`src/rtl/load_attributes_consumer.sv`:
```
// rtl/load_attributes_consumer.sv - read end of the load-attributes FIFO, pairs memory responses with load attributes
//
// Purpose:
//   Pairs each returning memory read response with the head entry of the
//   load-attributes FIFO. The loaded word is aligned and sign- or zero-extended,
//   then presented as a registered writeback result with a valid/ack handshake.
//   Memory responses cannot be stalled, so a 2-entry response buffer absorbs
//   writeback backpressure.
//
// Ports:
//   clk, rst        clock, asynchronous active-high reset
//   attr_valid      head attribute entry valid
//   attr_fn3        load type (000 LB, 001 LH, 010 LW, 100 LBU, 101 LHU)
//   attr_byte_addr  address bits [1:0] of the head load
//   attr_id         ID of the head load
//   attr_pop        pop strobe to the attributes FIFO (combinational)
//   mem_rvalid      memory read response valid (no backpressure)
//   mem_rdata       raw memory word
//   resp_count      response buffer occupancy (0..2)
//   wb_valid        writeback result valid
//   wb_ack          writeback accepted
//   wb_data         formatted load result
//   wb_id           ID of the result
//   overflow_error  sticky: a response was dropped because the buffer was full
//   orphan_error    sticky: a response was present with no attribute available

module load_attributes_consumer #(
   parameter int ID_WIDTH   = 2,
   parameter int DATA_WIDTH = 32
) (
   input  logic                  clk,
   input  logic                  rst,
   input  logic                  attr_valid,
   input  logic [2:0]            attr_fn3,
   input  logic [1:0]            attr_byte_addr,
   input  logic [ID_WIDTH-1:0]   attr_id,
   output logic                  attr_pop,
   input  logic                  mem_rvalid,
   input  logic [DATA_WIDTH-1:0] mem_rdata,
   output logic [1:0]            resp_count,
   output logic                  wb_valid,
   input  logic                  wb_ack,
   output logic [DATA_WIDTH-1:0] wb_data,
   output logic [ID_WIDTH-1:0]   wb_id,
   output logic                  overflow_error,
   output logic                  orphan_error
);

   logic [DATA_WIDTH-1:0] resp_mem [2];
   logic                  rd_ptr;
   logic                  wr_ptr;
   logic [1:0]            count;

   logic                  reg_free;
   logic                  buf_nonempty;
   logic                  src_avail;
   logic                  pair;
   logic                  deq;
   logic                  bypass;
   logic                  enq;
   logic                  drop;
   logic [DATA_WIDTH-1:0] src_data;
   logic [DATA_WIDTH-1:0] fmt_data;

   function automatic logic [DATA_WIDTH-1:0] format_load(
      input logic [2:0]            fn3,
      input logic [1:0]            byte_addr,
      input logic [DATA_WIDTH-1:0] raw
   );
      logic [DATA_WIDTH-1:0] shifted;
      shifted = raw >> {byte_addr, 3'b000};
      case (fn3)
         3'b000:  format_load = {{(DATA_WIDTH-8){shifted[7]}}, shifted[7:0]};
         3'b100:  format_load = {{(DATA_WIDTH-8){1'b0}}, shifted[7:0]};
         3'b001:  format_load = {{(DATA_WIDTH-16){shifted[15]}}, shifted[15:0]};
         3'b101:  format_load = {{(DATA_WIDTH-16){1'b0}}, shifted[15:0]};
         default: format_load = raw;   // LW and undefined codes pass the word through
      endcase
   endfunction

   assign reg_free     = !wb_valid || wb_ack;
   assign buf_nonempty = (count != 2'd0);
   // Buffered responses are older than anything on the bus, so the head always wins.
   assign src_avail    = buf_nonempty || mem_rvalid;
   assign pair         = attr_valid && reg_free && src_avail && !rst;
   assign deq          = pair && buf_nonempty;
   assign bypass       = pair && !buf_nonempty;
   // A full buffer can still accept when its head leaves in the same cycle.
   assign enq          = mem_rvalid && !bypass && ((count != 2'd2) || deq);
   assign drop         = mem_rvalid && (count == 2'd2) && !deq;
   assign src_data     = buf_nonempty ? resp_mem[rd_ptr] : mem_rdata;
   assign fmt_data     = format_load(attr_fn3, attr_byte_addr, src_data);

   assign attr_pop   = pair;
   assign resp_count = count;

   always_ff @(posedge clk) begin
      if (enq) begin
         resp_mem[wr_ptr] <= mem_rdata;
      end
   end

   always_ff @(posedge clk or posedge rst) begin
      if (rst) begin
         rd_ptr         <= 1'b0;
         wr_ptr         <= 1'b0;
         count          <= 2'd0;
         wb_valid       <= 1'b0;
         wb_data        <= '0;
         wb_id          <= '0;
         overflow_error <= 1'b0;
         orphan_error   <= 1'b0;
      end else begin
         if (enq) begin
            wr_ptr <= ~wr_ptr;
         end
         if (deq) begin
            rd_ptr <= ~rd_ptr;
         end
         count <= count + {1'b0, enq} - {1'b0, deq};

         if (pair) begin
            wb_valid <= 1'b1;
            wb_data  <= fmt_data;
            wb_id    <= attr_id;
         end else if (wb_ack) begin
            wb_valid <= 1'b0;
         end

         if (drop) begin
            overflow_error <= 1'b1;
         end
         if (src_avail && !attr_valid) begin
            orphan_error <= 1'b1;
         end
      end
   end

endmodule

```
`config.mk`:
```
export PLATFORM = sky130hd
export DESIGN_NAME = load_attributes_consumer
export DESIGN_NICKNAME = d
export VERILOG_FILES = /design/src/rtl/load_attributes_consumer.sv
export SDC_FILE = /design/constraint.sdc
export NUM_CORES = 1
export LEC_CHECK = 0
export CORE_ASPECT_RATIO = 0.7
export CORE_MARGIN = 2
export CORE_UTILIZATION = 55
export CTS_BUF_LIST = sky130_fd_sc_hd__clkbuf_4 sky130_fd_sc_hd__clkbuf_8
export DETAILED_ROUTE_END_ITERATION = 7
export PLACE_DENSITY = 0.84
export SYNTH_ARGS = -nofsm -noshare
export SYNTH_HDL_FRONTEND = slang
export SYNTH_SLANG_ARGS = --single-unit
```
`constraint.sdc`:
```
create_clock -name clk -period 3.3 [get_ports clk]
set_input_delay 0.66 -clock clk [delete_from_list [all_inputs] [get_ports clk]]
set_output_delay 0.66 -clock clk [all_outputs]
set_load 0.05 [all_outputs]
```
==> impl_metrics.toml, run 1 <==
[worst_setup_path]
worstSetupStartpointType = "input port"
end_kind = "register"
criticalPathCategory = "in -> reg"
reg2reg_depth = 6
worstPathArrival_ns = 3.00
path_max_fanout = 16
worstPathRequired_ns = 3.63

[sta]
final_hold_viol_count = 0
finClkSkew_ns = 0.0185
timing_worst_slew_pin_value_ns = 1.25
setup_viol = 0
max_freq_mhz = 375
layout_worst_path_cycle_share_pct = 80.9
timing.hold.ws_ns = 0.465
tns_ns = 0
grt_setup_unrepaired = "no"
fin_crit_ns = 2.67
fin_ws_ns = 0.630
drv_slew = 0
slew_headroom_pct = 16.8

[floorplanning]
die_x_um = 119
start_util_pct = 56.2
io_pins = 84
row_count = 29
die_h_um = 84.4
die-area_um2 = 10000
core_um2 = 9030

[cts]
cts.repair.resized = 0
hold_buffers = 0
cts_sinks = 105
clk_pin_slew_ns = 0.11
cts_buffer_depth = 2
numCtsBuffers = 9
clk_latency_ns = 0.39
cts_tree = "yes"
cts_max_level = 3
cts_root_buf = "clkbuf_8"
post-cts-setup-buffer-count = 0

[place]
portBuffers = 83
dp.final_hpwl_um = 8920
post_dp_cell_area_um2 = 6090
pre_cts_ws_ns = 0.270
finalWeightedCongestion = 0.931

[grt]
grt_max_degree = 42
grt-ovfl-total = 0
grtUsageTotal_pct = 26.2
grt_pass1_vias = 3643
grt_pass1_wl_um = 19900
antenna_found_initial = 0

[synthesis]
synth.ff_latch_count = 105
synth_warnings = 0
syn_inst = 450
synth_cell_types = 44
yosysSeqAreaShare_pct = 58.0
avgSynthCellArea_um2 = 11.3
syn-cell-area_um2 = 5080
synth-edff-count = 64
syn_nets = 495
synth_ff_type = "edfxtp_1"
async_flop_share_pct = 39.0

[drt]
drc_errors = 0
routed_wl_um = 13000
drtIter0Drc = 569
via_per_inst = 6.11
wl_per_cell_um = 19.8
vias = 4005
first_pass_iters = 5
ant_nets = 0

[power]
finalPower_mw = 6.11
peakVddDrop_uv = 447
leakage_nw = 2.25
powerDensity_nw_per_um2 = 968

[job]
max_cap_violations = 0

[hold_path]
hold_depth = 1
hold_class = "reg -> reg"

[cells_and_area]
fill_cells = 636
final_nets = 571
drive_above_1_share_pct = 10.2
stdcell_area_um2 = 6310
n_antenna_cell = 0
area_growth_pct = 24.3

[outcome]
status = "complete, no violations"
## cell usage after synthesis, types with 10 or more instances
library cell,count,area (um2)
nor3_1,19,95.1
nand2_1,18,67.6
nor2_1,35,131
nand2b_1,18,113
a21oi_1,33,165
a211oi_1,19,143
dfrtp_1,41,1030
o221a_1,10,113
nor2b_1,15,93.8
o21ai_0,36,180
clkbuf_1,22,82.6
edfxtp_1,64,1920
mux2i_1,18,180
## where the power goes
group / switching [mW] / leakage [nW] / internal (mW)
Clock: 0.452 / 0.115 / 0.445
Sequential: 0.247 / 1.07 / 1.85
Combinational: 2.01 / 1.06 / 1.12
Total: 2.70 / 2.25 / 3.41
## final timing paths
check / start / end / slack [ns]
max: attr_byte_addr[0] / wb_data[17] / 0.63
min: orphan_error / orphan_error / 0.46
max reg2reg: rd_ptr / wb_data[27] / 0.70
min reg2reg: orphan_error / orphan_error / 0.46
max in group asynchronous: rst / wb_data[8] / 2.17
min in group asynchronous: rst / wb_valid / 0.74
## per-stage QoR
stage                     util [%]  instances
after floorplan                  -        450
after global placement        67.4        639
after detailed placement      67.4        639
after CTS                     69.9        655
after global routing          69.9        655
final                         69.9        655
## per-layer routing
layer | vias to the layer above | global-route usage, % | share of wire, %
li1 | 1850 | - | -
met1 | 1892 | 39.2 | 44
met2 | 241 | 38.5 | 44
met3 | 22 | 5.37 | 10
met4 | 0 | 8.77 | 1.7
met5 | - | 0 | 0
## final cells by class
type	instances	area, um2	share of cell area [%]
Clock buffer	10	131	2.08
Clock inverter	6	95.1	1.51
Inverter	8	30.0	0.476
Multi-Input combinational cell	304	1970	31.3
Sequential cell	105	2950	46.7
Tap cell	124	155	2.46
Timing Repair Buffer	98	978	15.5
## worst max-delay path, cell delays in order
cell             delay (ns)
clkdlybuf4s50_1        0.84
clkinv_1               0.41
a2111oi_0              0.42
o31ai_1                0.21
nand3b_4               0.23
o221a_1                0.22
## cells in the final DEF, fill, tap and decap left out, types with 9 or more instances in the layout
cell type	instances
a211oi_1	19
a21oi_1	33
buf_4	13
clkbuf_8	9
clkdlybuf4s50_1	82
dfrtp_1	40
edfxtp_1	64
mux2i_1	18
nand2_1	18
nand2b_1	18
nor2_1	33
nor2b_1	15
nor3_1	19
o21ai_0	36
o221a_1	10
o22ai_1	9
## sequential cells by signal, summed over array words and instances, names as in the netlist
name            flops
resp_mem           64
wb_data            32
resp_count          2
wb_id               2
orphan_error        1
overflow_error      1
rd_ptr              1
wb_valid            1
wr_ptr              1
## logic make-up (layout without fill, tap and decap cells)
logic type | count (synthesis) | after routing | share of synthesized area (%)
xor+xnor | 6 | 6 | 1.03
simple gates | 133 | 133 | 13.8
compound gates | 143 | 143 | 19.3
buf+inv | 41 | 122 | 3.18
mux | 21 | 21 | 4.43
flops | 105 | 105 | 58.0
fa+ha+maj | 1 | 1 | 0.246
(Power assumes the default switching activity.)
==> run 2: changes to the inputs <==
Settings changed: CORE_UTILIZATION 55 to 50, PLACE_DENSITY 0.84 to 0.81.
Clock period 3.3 ns to 2.3 ns, I/O delays scaled along.
==> run 2 against run 1 <==
Power rose by 46%. Die area rose by 9.6%. Design area rose by 4.2%. Clock-buffer cell count fell by 1. Setup slack got worse by 0.62 ns. Hold slack improved by 0.012 ns. Global-route usage fell by 1.7 points. Combinational power rose by 51%. Utilization fell by 2.7 points. Via count rose by 1.8%. Non-clock buffer count rose by 25. Critical endpoint is now wb_data[31]. Largest cell class unchanged. Largest power group unchanged. Highest routed layer unchanged.
==> impl_metrics.toml, run 2 (synthesis gave the netlist of run 1 again) <==
[hold_path]
hold_class = "reg -> reg"
hold_depth = 1
min_to = "orphan_error"
min_from = "orphan_error"

[drt]
vias = 4079
drtIter0Drc = 502
via_per_inst = 5.96
first_pass_iters = 5
routed.top_layer = "met4"
wl_met2_um = 5660
ant_nets = 0
wl_met1_um = 6220
routed_wl_um = 13100
drc_errors = 0
wl_per_cell_um = 19.2
dr_wl_met3_um = 1050

[worst_setup_path]
worstPathRequired_ns = 2.58
crit-reg2reg-capture = "wb_data[31]"
timing.rr.start = "rd_ptr"
path_max_fanout = 16
worstPathArrival_ns = 2.57
criticalPathCategory = "reg -> reg"
reg2reg_depth = 5
r2r_setup_slack_ns = 0.005
worstSetupStartpointType = "register"
end_kind = "register"

[power]
p_int_mw = 4.95
finalPower_mw = 8.95
switching_share_pct = 44.6
peakVddDrop_uv = 732
leakage_nw = 2.39
switching_power_mw = 3.99
pwr-share-clk_pct = 13.7
powerDensity_nw_per_um2 = 1360
seq_power_share_pct = 33.6
pwr-share-comb_pct = 52.7

[cells_and_area]
multiInputGateArea_um2 = 2010
drive_above_1_share_pct = 15.5
largest_reg_flops = 64
area_growth_pct = 29.5
final_nets = 596
n_antenna_cell = 0
top_register = "resp_mem"
stdcell_area_um2 = 6580
largest_registers = "resp_mem x64, wb_data x32"
register_area_um2 = 2950
final_cell_mix = "clkdlybuf4s50_1 (80), edfxtp_1 (64), dfrtp_1 (37)"
fill_cells = 726
final_common_cell = "clkdlybuf4s50_1"

[cts]
cts_tree = "yes"
cts_sinks = 105
cts_buffer_depth = 2
cts_root_buf = "clkbuf_8"
clk_latency_ns = 0.38
numCtsBuffers = 9
clk_pin_slew_ns = 0.11
cts_max_level = 3

[sta]
final_hold_viol_count = 0
fin_crit_ns = 2.29
drv_slew = 0
timing_worst_slew_pin_value_ns = 0.682
setup_viol = 0
grt_setup_unrepaired = "yes"
layout_worst_path_cycle_share_pct = 99.8
finClkSkew_ns = 0.0162
timing.hold.ws_ns = 0.477
tns_ns = 0
max_freq_mhz = 436
slew_headroom_pct = 54.5

[floorplanning]
die_h_um = 88.3
die-area_um2 = 11000
start_util_pct = 51.8
row_count = 30
core_um2 = 9800
die_x_um = 124
io_pins = 84

[grt]
grt_pass1_vias = 3829
antenna_found_initial = 0
grt_pass1_wl_um = 20600
grt-ovfl-total = 0
grtUsageTotal_pct = 24.5
grt_max_degree = 42

[place]
finalWeightedCongestion = 0.889
dp.final_hpwl_um = 9580
portBuffers = 83
post_dp_cell_area_um2 = 6310

[job]
max_cap_violations = 0

[outcome]
status = "complete, no violations"
## run 2: changes by cell type in the layout (fill, tap and decap cells not counted), sizes merged
cell / delta
buf: +25
clkinv: +3
clkdlybuf4s50: -2
bufinv: -1
clkbuf: -1
dlygate4sd2: +1
dlymetal6s2s: +1
inv: -1
## run 2: worst max-delay path: stages, from the launching register on
cell      delay, ns
dfrtp_2        0.46
mux2_1         0.32
mux4_2         0.49
a221o_1        0.35
nand3b_4       0.28
o221a_2        0.30
## run 2: layout make-up
class / instances / area share [%]
Clock buffer: 9 / 1.88
Tap cell: 128 / 2.43
Sequential cell: 105 / 44.9
Inverter: 8 / 0.494
Clock inverter: 7 / 1.48
Multi-Input combinational cell: 304 / 30.5
Timing Repair Buffer: 123 / 18.3
## run 2: power groups by stage
| stage | clock (mW) | sequential (mW) | combinational [mW] |
|---|---|---|---|
| floorplan | 0 | 4.03 | 2.00 |
| global placement | 0 | 3.01 | 4.56 |
| detailed placement | 0 | 3.03 | 4.64 |
| CTS | 1.25 | 2.99 | 4.66 |
| global route | 1.33 | 3.06 | 5.02 |
| finish | 1.23 | 3.01 | 4.72 |
## run 2: per-layer routing
metal | track usage [%] | vias up
met5 | 0 | -
met4 | 6.54 | 0
met3 | 6.23 | 17
met2 | 35.7 | 168
met1 | 36.8 | 1989
li1 | - | 1905
## run 2: timing repair
item / in CTS / in global routing
gates resized for setup: 6 / 5
endpoints found under the setup margin: 12 / 25
hold buffers: 0 / 0
buffers inserted: 0 / 1
cloned: 0 / 0
## run 2: worst max-delay path by stage
stage                            from       endpoint  slack, ns  depth (start not counted)
detailed placement  attr_byte_addr[1]    wb_data[26]      -0.25                          5
floorplan               resp_count[1]    wb_data[24]     -0.003                          8
global route                   rd_ptr    wb_data[27]      -0.06                          5
finish                         rd_ptr    wb_data[31]      0.005                          5
global placement    attr_byte_addr[1]    wb_data[26]      -0.22                          5
CTS                     resp_count[1]  resp_count[1]     0.0009                          2
## run 2: per-stage QoR
stage / setup slack (ns) / util, % / cells
after floorplan: -0.00321 / - / 450
after global placement: -0.225 / 64.4 / 667
after detailed placement: -0.255 / 64.4 / 667
after CTS: 0.000907 / 66.9 / 683
after global routing: -0.0586 / 67.2 / 684
final: 0.00522 / 67.2 / 684
